`src/rtl/dmem_arbiter_pkg.sv`:
```
// Shared types and constants for the data-memory arbiter.
package dmem_arbiter_pkg;

  localparam int unsigned AddrW = 8;
  localparam int unsigned DataW = 16;

  typedef logic [AddrW-1:0] addr_t;
  typedef logic [DataW-1:0] data_t;

  typedef enum logic [1:0] {
    StIdle,
    StHIssue,
    StHData,
    StRestore
  } arb_state_e;

  typedef enum logic [1:0] {
    OwnerCpu     = 2'd0,
    OwnerHost    = 2'd1,
    OwnerRestore = 2'd2
  } owner_e;

  // Host command captured at grant.
  typedef struct packed {
    logic  wr;
    addr_t addr;
    data_t wdata;
  } host_cmd_t;

  function automatic owner_e state_owner(arb_state_e st);
    owner_e own;
    unique case (st)
      StHIssue, StHData: own = OwnerHost;
      StRestore:         own = OwnerRestore;
      default:           own = OwnerCpu;
    endcase
    return own;
  endfunction

endpackage

```
`src/rtl/dmem_arbiter_if.sv`:
```
// CPU, host and RAM signal bundle around the data-memory arbiter.
interface dmem_arbiter_if;
  import dmem_arbiter_pkg::*;

  // CPU control path side
  logic       cpu_req;
  logic       cpu_wr;
  addr_t      cpu_addr;
  data_t      cpu_wdata;
  logic       cpu_hold;
  // Host port side
  logic       host_req;
  logic       host_wr;
  addr_t      host_addr;
  data_t      host_wdata;
  logic       host_ack;
  data_t      host_rdata;
  // RAM side
  addr_t      mem_addr;
  logic       mem_wr;
  data_t      mem_wdata;
  data_t      mem_rdata;
  // Debug
  logic [1:0] owner;

  // Environment view: drives requests and RAM read data.
  modport master (
    output cpu_req, cpu_wr, cpu_addr, cpu_wdata,
    input  cpu_hold,
    output host_req, host_wr, host_addr, host_wdata,
    input  host_ack, host_rdata,
    input  mem_addr, mem_wr, mem_wdata,
    output mem_rdata,
    input  owner
  );

  // Arbiter view.
  modport slave (
    input  cpu_req, cpu_wr, cpu_addr, cpu_wdata,
    output cpu_hold,
    input  host_req, host_wr, host_addr, host_wdata,
    output host_ack, host_rdata,
    output mem_addr, mem_wr, mem_wdata,
    input  mem_rdata,
    output owner
  );

endinterface

```
`src/rtl/dmem_arbiter_wait_ctr.sv`:
```
// Saturating starvation counter: counts CPU-won cycles while the host waits.
module dmem_arbiter_wait_ctr #(
  parameter int unsigned MaxWait = 4
) (
  input  logic Clk,
  input  logic Reset,
  input  logic inc_i,
  input  logic clr_i,
  output logic hit_o
);

  localparam int unsigned CntW = (MaxWait > 1) ? $clog2(MaxWait) : 1;
  localparam logic [CntW-1:0] CntMax = CntW'(MaxWait - 1);

  logic [CntW-1:0] cnt_q, cnt_d;

  assign hit_o = (cnt_q == CntMax);

  // Next count: clear wins, increment stops at the hit value.
  always_comb begin
    cnt_d = cnt_q;
    if (clr_i) begin
      cnt_d = '0;
    end else if (inc_i && !hit_o) begin
      cnt_d = cnt_q + 1'b1;
    end
  end

  // Counter register, synchronous reset.
  always_ff @(posedge Clk) begin
    if (Reset) begin
      cnt_q <= '0;
    end else begin
      cnt_q <= cnt_d;
    end
  end

endmodule

```
`src/rtl/dmem_arbiter.sv`:
```
// Single-port data RAM arbiter: CPU has priority, host is served on idle
// cycles or forced in after MaxWait contended cycles by freezing the CPU.
module dmem_arbiter
  import dmem_arbiter_pkg::*;
#(
  parameter int unsigned MaxWait = 4
) (
  input logic           Clk,
  input logic           Reset,
  dmem_arbiter_if.slave bus_io
);

  arb_state_e state_q, state_d;
  host_cmd_t  cmd_q, cmd_d;
  logic       ack_q, ack_d;
  data_t      rdata_q, rdata_d;

  logic       host_req_eff;
  logic       wait_hit;
  logic       grant;
  logic       wait_inc;
  logic       wait_clr;

  // Requests seen during the ack cycle belong to the finishing transaction.
  assign host_req_eff = bus_io.host_req & ~ack_q;
  assign grant        = (state_q == StIdle) & host_req_eff & (~bus_io.cpu_req | wait_hit);
  assign wait_inc     = (state_q == StIdle) & host_req_eff & bus_io.cpu_req;
  assign wait_clr     = grant | ~bus_io.host_req;

  dmem_arbiter_wait_ctr #(
    .MaxWait (MaxWait)
  ) u_wait_ctr (
    .Clk   (Clk),
    .Reset (Reset),
    .inc_i (wait_inc),
    .clr_i (wait_clr),
    .hit_o (wait_hit)
  );

  assign bus_io.host_ack   = ack_q;
  assign bus_io.host_rdata = rdata_q;
  assign bus_io.owner      = state_owner(state_q);

  // Next-state, host capture and RAM steering.
  always_comb begin
    state_d          = state_q;
    cmd_d            = cmd_q;
    ack_d            = 1'b0;
    rdata_d          = rdata_q;
    bus_io.mem_addr  = bus_io.cpu_addr;
    bus_io.mem_wr    = bus_io.cpu_wr;
    bus_io.mem_wdata = bus_io.cpu_wdata;
    bus_io.cpu_hold  = 1'b0;

    unique case (state_q)
      StIdle: begin
        if (grant) begin
          cmd_d.wr    = bus_io.host_wr;
          cmd_d.addr  = bus_io.host_addr;
          cmd_d.wdata = bus_io.host_wdata;
          state_d     = StHIssue;
        end
      end
      StHIssue: begin
        bus_io.mem_addr  = cmd_q.addr;
        bus_io.mem_wr    = cmd_q.wr;
        bus_io.mem_wdata = cmd_q.wdata;
        bus_io.cpu_hold  = 1'b1;
        state_d          = StHData;
      end
      StHData: begin
        bus_io.mem_addr  = cmd_q.addr;
        bus_io.mem_wr    = 1'b0;
        bus_io.mem_wdata = cmd_q.wdata;
        bus_io.cpu_hold  = 1'b1;
        if (!cmd_q.wr) begin
          rdata_d = bus_io.mem_rdata;
        end
        ack_d   = 1'b1;
        state_d = bus_io.cpu_req ? StRestore : StIdle;
      end
      StRestore: begin
        // Re-present the CPU address so a frozen load sees its data after release.
        bus_io.mem_addr = bus_io.cpu_addr;
        bus_io.mem_wr   = 1'b0;
        bus_io.cpu_hold = 1'b1;
        state_d         = StIdle;
      end
      default: begin
        state_d = StIdle;
      end
    endcase
  end

  // State and host-side registers, synchronous reset drops any in-flight transaction.
  always_ff @(posedge Clk) begin
    if (Reset) begin
      state_q <= StIdle;
      cmd_q   <= '0;
      ack_q   <= 1'b0;
      rdata_q <= '0;
    end else begin
      state_q <= state_d;
      cmd_q   <= cmd_d;
      ack_q   <= ack_d;
      rdata_q <= rdata_d;
    end
  end

endmodule

```
`src/flat_wrapper.sv`:
```
// flat-port wrapper written by rule: the top's interface ports become plain ports
module dmem_arbiter_flat import dmem_arbiter_pkg::*;
#(
  parameter int unsigned MaxWait = 4
)
  (Clk, Reset, bus_io_cpu_req, bus_io_cpu_wr, bus_io_cpu_addr, bus_io_cpu_wdata, bus_io_cpu_hold, bus_io_host_req, bus_io_host_wr, bus_io_host_addr, bus_io_host_wdata, bus_io_host_ack, bus_io_host_rdata, bus_io_mem_addr, bus_io_mem_wr, bus_io_mem_wdata, bus_io_mem_rdata, bus_io_owner);
  dmem_arbiter_if bus_io_i ();
  input logic Clk;
  input logic Reset;
  input wire logic [$bits(bus_io_i.cpu_req)-1:0] bus_io_cpu_req;
  input wire logic [$bits(bus_io_i.cpu_wr)-1:0] bus_io_cpu_wr;
  input wire logic [$bits(bus_io_i.cpu_addr)-1:0] bus_io_cpu_addr;
  input wire logic [$bits(bus_io_i.cpu_wdata)-1:0] bus_io_cpu_wdata;
  output wire logic [$bits(bus_io_i.cpu_hold)-1:0] bus_io_cpu_hold;
  input wire logic [$bits(bus_io_i.host_req)-1:0] bus_io_host_req;
  input wire logic [$bits(bus_io_i.host_wr)-1:0] bus_io_host_wr;
  input wire logic [$bits(bus_io_i.host_addr)-1:0] bus_io_host_addr;
  input wire logic [$bits(bus_io_i.host_wdata)-1:0] bus_io_host_wdata;
  output wire logic [$bits(bus_io_i.host_ack)-1:0] bus_io_host_ack;
  output wire logic [$bits(bus_io_i.host_rdata)-1:0] bus_io_host_rdata;
  output wire logic [$bits(bus_io_i.mem_addr)-1:0] bus_io_mem_addr;
  output wire logic [$bits(bus_io_i.mem_wr)-1:0] bus_io_mem_wr;
  output wire logic [$bits(bus_io_i.mem_wdata)-1:0] bus_io_mem_wdata;
  input wire logic [$bits(bus_io_i.mem_rdata)-1:0] bus_io_mem_rdata;
  output wire logic [$bits(bus_io_i.owner)-1:0] bus_io_owner;
  assign bus_io_i.cpu_req = bus_io_cpu_req;
  assign bus_io_i.cpu_wr = bus_io_cpu_wr;
  assign bus_io_i.cpu_addr = bus_io_cpu_addr;
  assign bus_io_i.cpu_wdata = bus_io_cpu_wdata;
  assign bus_io_cpu_hold = bus_io_i.cpu_hold;
  assign bus_io_i.host_req = bus_io_host_req;
  assign bus_io_i.host_wr = bus_io_host_wr;
  assign bus_io_i.host_addr = bus_io_host_addr;
  assign bus_io_i.host_wdata = bus_io_host_wdata;
  assign bus_io_host_ack = bus_io_i.host_ack;
  assign bus_io_host_rdata = bus_io_i.host_rdata;
  assign bus_io_mem_addr = bus_io_i.mem_addr;
  assign bus_io_mem_wr = bus_io_i.mem_wr;
  assign bus_io_mem_wdata = bus_io_i.mem_wdata;
  assign bus_io_i.mem_rdata = bus_io_mem_rdata;
  assign bus_io_owner = bus_io_i.owner;
  dmem_arbiter #(.MaxWait(MaxWait)) u_core (.Clk(Clk), .Reset(Reset), .bus_io(bus_io_i));
endmodule
```
`config.mk`:
```
export PLATFORM = sky130hd
export DESIGN_NAME = dmem_arbiter_flat
export DESIGN_NICKNAME = d
export VERILOG_FILES = /design/src/rtl/dmem_arbiter_pkg.sv /design/src/rtl/dmem_arbiter_if.sv /design/src/rtl/dmem_arbiter_wait_ctr.sv /design/src/rtl/dmem_arbiter.sv /design/src/flat_wrapper.sv
export SDC_FILE = /design/constraint.sdc
export NUM_CORES = 1
export LEC_CHECK = 0
export BUFFER_PORTS_ARGS = -buffer_cell sky130_fd_sc_hd__buf_4
export CAP_MARGIN = 20
export CORE_MARGIN = 1
export CORE_UTILIZATION = 35
export DETAILED_ROUTE_END_ITERATION = 10
export GPL_ROUTABILITY_DRIVEN = 1
export PLACE_DENSITY = 0.75
export SYNTH_ARGS = -nofsm -noshare
export SYNTH_HDL_FRONTEND = slang
export SYNTH_SLANG_ARGS = --single-unit
```
`constraint.sdc`:
```
create_clock -name Clk -period 4.8 [get_ports Clk]
set_input_delay 0.48 -clock Clk [delete_from_list [all_inputs] [get_ports Clk]]
set_output_delay 0.48 -clock Clk [all_outputs]
set_load 0.005 [all_outputs]
```
# ---- Word level (Yosys, flattened, before mapping)
# Index checks and enable logic that the tools add are counted.
dict set report word_totals {
  regBits 46
  inputBits 70
  output_inout_bits 45
  wordCells 41
}
dict set report classes {
  addsub 1
  n_eq_ne 5
  n_mux 9
  bitwise_logic 10
  n_reduce_logical 9
}
# operator n
set ops {}
lappend ops {{16-bit 2-to-1 mux} 1}
lappend ops {{8-bit 2-to-1 mux} 1}
lappend ops {{2-bit case mux with 4 select lines} 1}
lappend ops {{2-bit equality test (second input constant)} 3}
lappend ops {{2-bit OR reduction} 3}
lappend ops {{1-bit bitwise AND} 4}
lappend ops {{2-bit 2-to-1 mux} 2}
lappend ops {{1-bit NOT} 4}
lappend ops {{2-bit case mux with 2 select lines} 1}
lappend ops {{2-bit AND reduction} 2}
lappend ops {{3-bit OR reduction} 1}
lappend ops {{2-bit by 1-bit adder with 2-bit output (second input constant)} 1}
lappend ops {{2-bit by 1-bit equality test with 1-bit output (second input constant)} 1}
lappend ops {{2-bit logical NOT} 1}
lappend ops {{1-bit 2-to-1 mux} 2}
lappend ops {{2-bit by 1-bit inequality test with 1-bit output (second input constant)} 1}
lappend ops {{1-bit bitwise OR} 2}
lappend ops {{1-bit case mux with 2 select lines} 1}
lappend ops {{1-bit logical AND} 1}
lappend ops {{1-bit logical NOT} 1}

# ---- Depth between registers and ports, before layout
# Gate-level depths: netlist of the first run.
dict set report logic_depth {
  ltp_word 6
  ltp_mapped 7
}

# ---- Modules after synthesis
# From an unflattened synthesis of the first run, not the netlist that was laid out.
dict set report unflattened {
  hier_cells 245
  hier_area_um2 2343.5
}
# module n_inst cells_each area_each_um2 seq_area_each_um2
set by_module_without_submodules {}
lappend by_module_without_submodules {dmem_arbiter 1 237 2238.4 880.8}
lappend by_module_without_submodules {dmem_arbiter_wait_ctr 1 8 105.1 40.0}

# ---- Least setup slack after synthesis of the first run
# No wires, ideal clock.
dict set report synth_path {
  path_type {register to output}
  start {register u_core.state_q[1]}
  end {output bus_io_mem_addr[0]}
  t_arrival_ns 1.552
  required_ns 4.320
  setup_slack_ns 2.768
  path_stages_with_launch 6
  n_path_buf 2
  path_cell_list {dfxtp_1 inv_1 ha_1 clkbuf_1 buf_2 mux2_2}
}
dict set report synth_via {
  elab_chain_len 3
  word_cells_on_any_way 4
  classes_between {eq/ne (2); mux (1); reduce/logical (1)}
}
# element line_no
set synth_rtl {}
lappend synth_rtl {{start, declared} dmem_arbiter.sv:13} ;# arb_state_e state_q, state_d;
lappend synth_rtl {{start signal, assigned} dmem_arbiter.sv:98} ;# state_q <= StIdle;
lappend synth_rtl {{start signal, assigned} dmem_arbiter.sv:103} ;# state_q <= state_d;
lappend synth_rtl {{2-bit by 1-bit equality test with 1-bit output / 2-bit equality test (equally long branches)} dmem_arbiter.sv:55} ;# unique case (state_q)
lappend synth_rtl {{2-bit OR reduction (no line) *} --}
lappend synth_rtl {{8-bit 2-to-1 mux *} dmem_arbiter.sv:55}
lappend synth_rtl {{end, declared} flat_wrapper.sv:21} ;# output wire logic [$bits(bus_io_i.mem_addr)-1:0] bus_io_mem_addr;
# Every way passes the cells marked *; elsewhere a longest branch is shown, timed or not.

# ---- Final worst setup path of the first run
dict set report layout_path {
  start {register u_core.state_q[0]}
  end {output bus_io_mem_wdata[10]}
}
dict set report layout_via {
  elab_chain_len 3
  word_cells_on_any_way 4
  classes_between {eq/ne (2); mux (1); reduce/logical (1)}
}
# element line_no
set layout_rtl {}
lappend layout_rtl {{2-bit by 1-bit equality test with 1-bit output / 2-bit equality test (equally long branches)} dmem_arbiter.sv:55}
lappend layout_rtl {{2-bit OR reduction (no line) *} --}
lappend layout_rtl {{16-bit 2-to-1 mux *} dmem_arbiter.sv:55}
lappend layout_rtl {{end, declared} flat_wrapper.sv:23} ;# output wire logic [$bits(bus_io_i.mem_wdata)-1:0] bus_io_mem_wdata;
# Marked as above.

==> results.tsv, run 1 <==
metric	value	unit
status	finished, final reports clean	
worstSkewPairLatency	0.30	ns
worst_pin_slew	1.05	ns
ant_nets	0	
hold_viol	0	
fmax	355	MHz
cts.path.max_buffers	2	
synth_area_leaders	dfxtp_1 40%, nand2b_1 14%, mux2_2 12%	
period_share	58.7	%
avgSynthCellArea	9.44	um^2
postCtsHoldBufs	0	
synth-compound-area-share	5.39	%
synth_simple_gate_area_share	24.1	%
dp_hpwl	3.78	mm
cp_cell_sequence	inv_1 > ha_1 > mux2_2 > buf_4	
path_depth	4	
rr_worst_depth	6	
r2r_slack	2.67	ns
clk_pin_slew	0.08	ns
layout-drive-gt1-share	42.6	%
power.leakage	1.43	nW
whs_path_depth	3	
finalMaxSlewViolations	0	
dr.pass1.iters	4	
skew	0.00695	ns
grt_pass1_vias	1897	
postCtsSetupBuffers	0	
total_power	1.33	mW
fin_cells	429	
cp_slowest_stage_delay	0.98	ns
h-tree-depth	2	
cts_root_buffer	clkbuf_8	
io_buffers	114	
synth_top_family_by_area	simple AND/OR/NAND/NOR gates	
r2r-end	u_core.cmd_q[18]$_SDFFE_PP0P_	
wirelength	5.20	mm
path_max_fanout	25	
vias	1990	
maxCapViolations	0	
tns	0	ns
whs_endpoint	u_core.bus_io.host_rdata[3]$_SDFFE_PP0P_	
finalSetupViolCount	0	
grt_setup_unrepaired	no	
finalNetCount	427	
drcViolationCount	0	
synth_area	2320	um^2
cts_inserted_buffers	5	
synth_xor_area_share	0	%
synth_top_area_cell	dfxtp_1	
min_path_type	in2reg	
synth_cells	246	
n_fill_cell	610	
synth_adder_area_share	3.23	%
die_y	83.5	um
core_area	6390	um^2
netlist.area_leader.share	39.7	%
rows	29	
vdd_drop_max	193	uV
end_kind	output pin	
gp_congestion	0.717	
cp.arrival	2.34	ns
syn_to_final_growth	41.3	%
cts.sinks	46	
drtIter0Drc	27	
ios	115	
grt_overflow_total	0	
layout_min_cycle_time	2.82	ns
grt_pass1_wl	8.54	mm
ys_seq_area_share	39.7	%
cts_tree	done	
cp-startpoint	u_core.state_q[0]$_SDFFE_PP0P_	
cp_num_buf_inv	2	
yosys_warnings	0	
synth_nets	322	
path_class	reg2out	
wl_per_cell	12.1	um
dieWidth	83.5	um
r2r_start	u_core.state_q[1]$_SDFFE_PP0P_	
cts_resized	0	
antenna_found_initial	0	
start_util	36.4	%
grt_max_degree	72	
critical_path.startpoint_type	flop	
crit_family	adder cells	
post_drt_via_cell_ratio	4.64	
powerDensity	404	nW/um^2
track_usage	14.9	%
die-area	6960	um^2
worst_slew_margin_rel	30.0	%
required	4.32	ns
yosys_register_bits	46	
place_inst	421	
slowest_stage	ha_1	
min_from	bus_io_mem_rdata[3]	
synthMuxAreaShare	22.9	%
synth_cell_types	25	
diodes	0	
==> routing by layer <==
| metal | routed length [um] | share of wire, % | track usage (%) | vias up |
|---|---|---|---|---|
| met5 | 0 | 0 | 0 | - |
| met4 | 81 | 1.6 | 5.08 | 0 |
| met2 | 2460 | 47 | 25.6 | 83 |
| li1 | - | - | - | 1022 |
| met3 | 448 | 8.6 | 5.14 | 10 |
| met1 | 2200 | 42 | 17.2 | 875 |
==> layout by cell type (no fill, tap or decap), types with 3 or more instances in the layout <==
cell type / instances
mux2i_1: 25
inv_1: 3
a21oi_1: 19
nand2_1: 37
mux2_2: 24
buf_4: 115
nor2b_1: 4
ha_1: 6
clkbuf_8: 6
dfxtp_1: 46
nand2b_1: 52
==> cell type report <==
cell class | count | area (um^2) | area share [%]
Multi-Input combinational cell | 179 | 1290 | 39.4
Sequential cell | 46 | 921 | 28.1
Timing Repair Buffer | 115 | 863 | 26.3
Tap cell | 77 | 96.3 | 2.94
Clock buffer | 7 | 86.3 | 2.63
Inverter | 4 | 17.5 | 0.534
Clock inverter | 1 | 5.00 | 0.153
==> stage by stage <==
| step | instance area [um^2] | worst slack [ns] | hold slack (ns) | util (%) |
|---|---|---|---|---|
| global placement | 3190 | 2.33 | 0.442 | 49.9 |
| floorplan | 2320 | 2.77 | 0.434 | - |
| finish | 3280 | 1.98 | 0.429 | 51.4 |
| global route | 3280 | 1.78 | 0.421 | 51.4 |
| detailed placement | 3190 | 2.24 | 0.450 | 49.9 |
| CTS | 3280 | 1.89 | 0.421 | 51.4 |
==> cells in the mapped netlist <==
cell type,number
o311ai_0,1
inv_4,1
nand2b_4,1
nand2b_1,52
o21ai_0,1
nor2b_4,1
buf_2,5
o31a_1,1
mux2i_1,25
nor2_1,1
nand4b_1,1
dfxtp_1,46
nor3_4,1
nand3_1,1
clkbuf_1,10
o211ai_1,1
or3b_1,1
mux2_1,1
a21oi_1,19
nor2b_1,4
buf_8,2
mux2_2,24
inv_1,3
nand2_1,37
ha_1,6
==> where the power goes <==
group | switching (mW) | total, mW | internal [mW]
clock network | 0.126 | 0.242 | 0.116
logic | 0.256 | 0.624 | 0.368
registers | 0.0295 | 0.459 | 0.430
==> registers in the layout, summed over array words and instances, names as in the netlist <==
register and cells:
u_core.bus_io.host_rdata 16, u_core.state_q 2, u_core.cmd_q 25, u_core.bus_io.host_ack 1, u_core.u_wait_ctr.cnt_q 2
==> worst register-to-register path, stage by stage (launching register included) <==
cell      delay (ns)
dfxtp_1         0.35
inv_1           0.13
ha_1            0.32
nand2b_4        0.11
nor3_4          0.56
buf_4           0.39
mux2i_1         0.22
==> logic make-up after synthesis <==
group | count (synthesis)
adder cells (fa/ha/maj) | 6
flip-flops | 46
AND/OR/NAND/NOR | 100
AO/OA/AOI/OAI | 23
multiplexers | 50
buffers and inverters | 21
==> how the worst max path moves through the flow <==
stage | end
floorplan | bus_io_mem_addr[0]
global placement | bus_io_mem_addr[2]
detailed placement | bus_io_mem_wdata[10]
CTS | bus_io_mem_wdata[10]
global route | bus_io_mem_wdata[6]
finish | bus_io_mem_wdata[10]
No activity file was read; power rests on OpenSTA's default activity.
==> inputs of run 2 (changes only) <==
--- a/config.mk
+++ b/config.mk
@@ -11,7 +11,7 @@
 export CORE_UTILIZATION = 35
 export DETAILED_ROUTE_END_ITERATION = 10
 export GPL_ROUTABILITY_DRIVEN = 1
-export PLACE_DENSITY = 0.75
+export PLACE_DENSITY = 0.77
 export SYNTH_ARGS = -nofsm -noshare
 export SYNTH_HDL_FRONTEND = slang
 export SYNTH_SLANG_ARGS = --single-unit
==> constraint.sdc (replaced) <==
create_clock -name Clk -period 2.4 [get_ports Clk]
set_input_delay 0.24 -clock Clk [delete_from_list [all_inputs] [get_ports Clk]]
set_output_delay 0.24 -clock Clk [all_outputs]
set_load 0.005 [all_outputs]
==> run 2 against run 1 <==
  * Sequential cell count unchanged
  * Hold slack worse by 0.25 ns
  * Largest power group unchanged
  * Routed wire length up 4.1%
==> results.tsv, run 2 (same netlist as run 1, synthesis figures left out) <==
metric	value	unit
regMostFlops	u_core.cmd_q	
dp_hpwl	4.02	mm
fmax	446	MHz
cp.arrival	2.00	ns
powerDensity	875	nW/um^2
diodes	0	
cts.sinks	46	
period_share	93.3	%
layout_common_cells	115 x buf_4, 52 x nand2b_1, 46 x dfxtp_1	
finalSetupViolCount	0	
wl_per_cell	12.6	um
io_buffers	114	
start_util	36.4	%
h-tree-depth	2	
tns	0	ns
drcViolationCount	0	
rr_worst_depth	5	
grt_setup_unrepaired	no	
min_path_type	in2reg	
post_drt_via_cell_ratio	4.65	
met3_usage	4.65	%
end_kind	output pin	
postCtsHoldBufs	0	
maxCapViolations	0	
antenna_found_initial	0	
whs_path_depth	3	
grt_max_degree	72	
finalNetCount	428	
worstSkewPairLatency	0.30	ns
busiest_layer	met2	
die-area	6960	um^2
clk_pin_slew	0.09	ns
n_fill_cell	608	
pre_cts_ws	0.389	ns
layout_min_cycle_time	2.24	ns
grt_pass1_vias	1952	
wirelength	5.41	mm
layout-drive-gt1-share	43.3	%
final_common_cell	buf_4	
die_y	83.5	um
cts_tree	done	
ios	115	
finalMaxSlewViolations	0	
gp_congestion	0.736	
path_max_fanout	18	
hold_viol	0	
dieWidth	83.5	um
cts_inserted_buffers	5	
power.leakage	1.45	nW
grt_use_met2	27.3	%
largest_reg_flops	25	
worst_slew_margin_rel	30.7	%
cts.path.max_buffers	2	
grt_pass1_wl	8.88	mm
drtIter0Drc	36	
grt_overflow_total	0	
finalWorstSetupSlack	0.160	ns
critical_path.startpoint_type	flop	
worst_pin_slew	1.04	ns
status	finished, final reports clean	
required	2.16	ns
vias	1998	
skew	0.00629	ns
ant_nets	0	
vdd_drop_max	389	uV
use_met1	18.6	%
cts_root_buffer	clkbuf_8	
path_class	reg2out	
core_area	6390	um^2
syn_to_final_growth	44.2	%
rows	29	
dr.pass1.iters	4	
track_usage	15.7	%
## run 2: cell count changes in the layout (fill, tap and decap cells not counted), sizes merged
| cell | change |
|---|---|
| clkbuf | -2 |
| buf | +1 |
| bufinv | +2 |
## run 2: cell type report
type	count	area, um^2	share of cell area [%]
multi-input combinational	179	1290	38.6
sequential	46	921	27.5
timing repair buffer	116	883	26.4
tap	77	96.3	2.88
clock buffer	5	68.8	2.05
clock inverter	3	68.8	2.05
inverter	4	17.5	0.523
## run 2: where the power goes
group | leakage (nW) | total [mW] | internal [mW] | switching [mW]
clock | 0.0683 | 0.689 | 0.417 | 0.272
combinational | 1.01 | 1.32 | 0.783 | 0.537
sequential | 0.374 | 0.920 | 0.859 | 0.0609
## run 2: metrics by stage
stage / power [mW] / hold WS (ns) / instance area, um^2 / cells / util [%]
floorplan: 1.68 / 0.376 / 2320 / 246 / -
global placement: 2.22 / 0.444 / 3210 / 422 / 50.3
detailed placement: 2.26 / 0.448 / 3210 / 422 / 50.3
CTS: 2.96 / 0.173 / 3350 / 430 / 52.4
global route: 3.10 / 0.170 / 3350 / 430 / 52.4
finish: 2.93 / 0.178 / 3350 / 430 / 52.4
## run 2: what timing repair did
item                       in CTS  in global routing
gates resized for setup         0                  1
setup endpoints to repair       0                 17
buffers inserted                0                  0
## run 2: worst max-delay path, stage by stage, from the launching register on
cell,delay (ns)
dfxtp_1,0.41
inv_1,0.12
ha_2,0.48
buf_12,0.20
mux2_2,0.35
buf_4,0.14
## run 2: layer usage
metal,share of wire [%],up-vias,routed length [um]
li1,-,1021,-
met1,42,891,2280
met2,50,79,2690
met3,7.3,7,393
met4,0.94,0,51
met5,0,-,0
## run 2: worst paths after layout
kind,start,to,slack (ns)
worst max register to register,u_core.state_q[0]$_SDFFE_PP0P_,u_core.bus_io.host_rdata[3]$_SDFFE_PP0P_,0.54
worst min-delay path,bus_io_mem_rdata[13],u_core.bus_io.host_rdata[13]$_SDFFE_PP0P_,0.18
worst max-delay path,u_core.state_q[1]$_SDFFE_PP0P_,bus_io_mem_wdata[9],0.16
worst min register to register,u_core.u_wait_ctr.cnt_q[1]$_SDFFE_PP0P_,u_core.u_wait_ctr.cnt_q[1]$_SDFFE_PP0P_,0.46
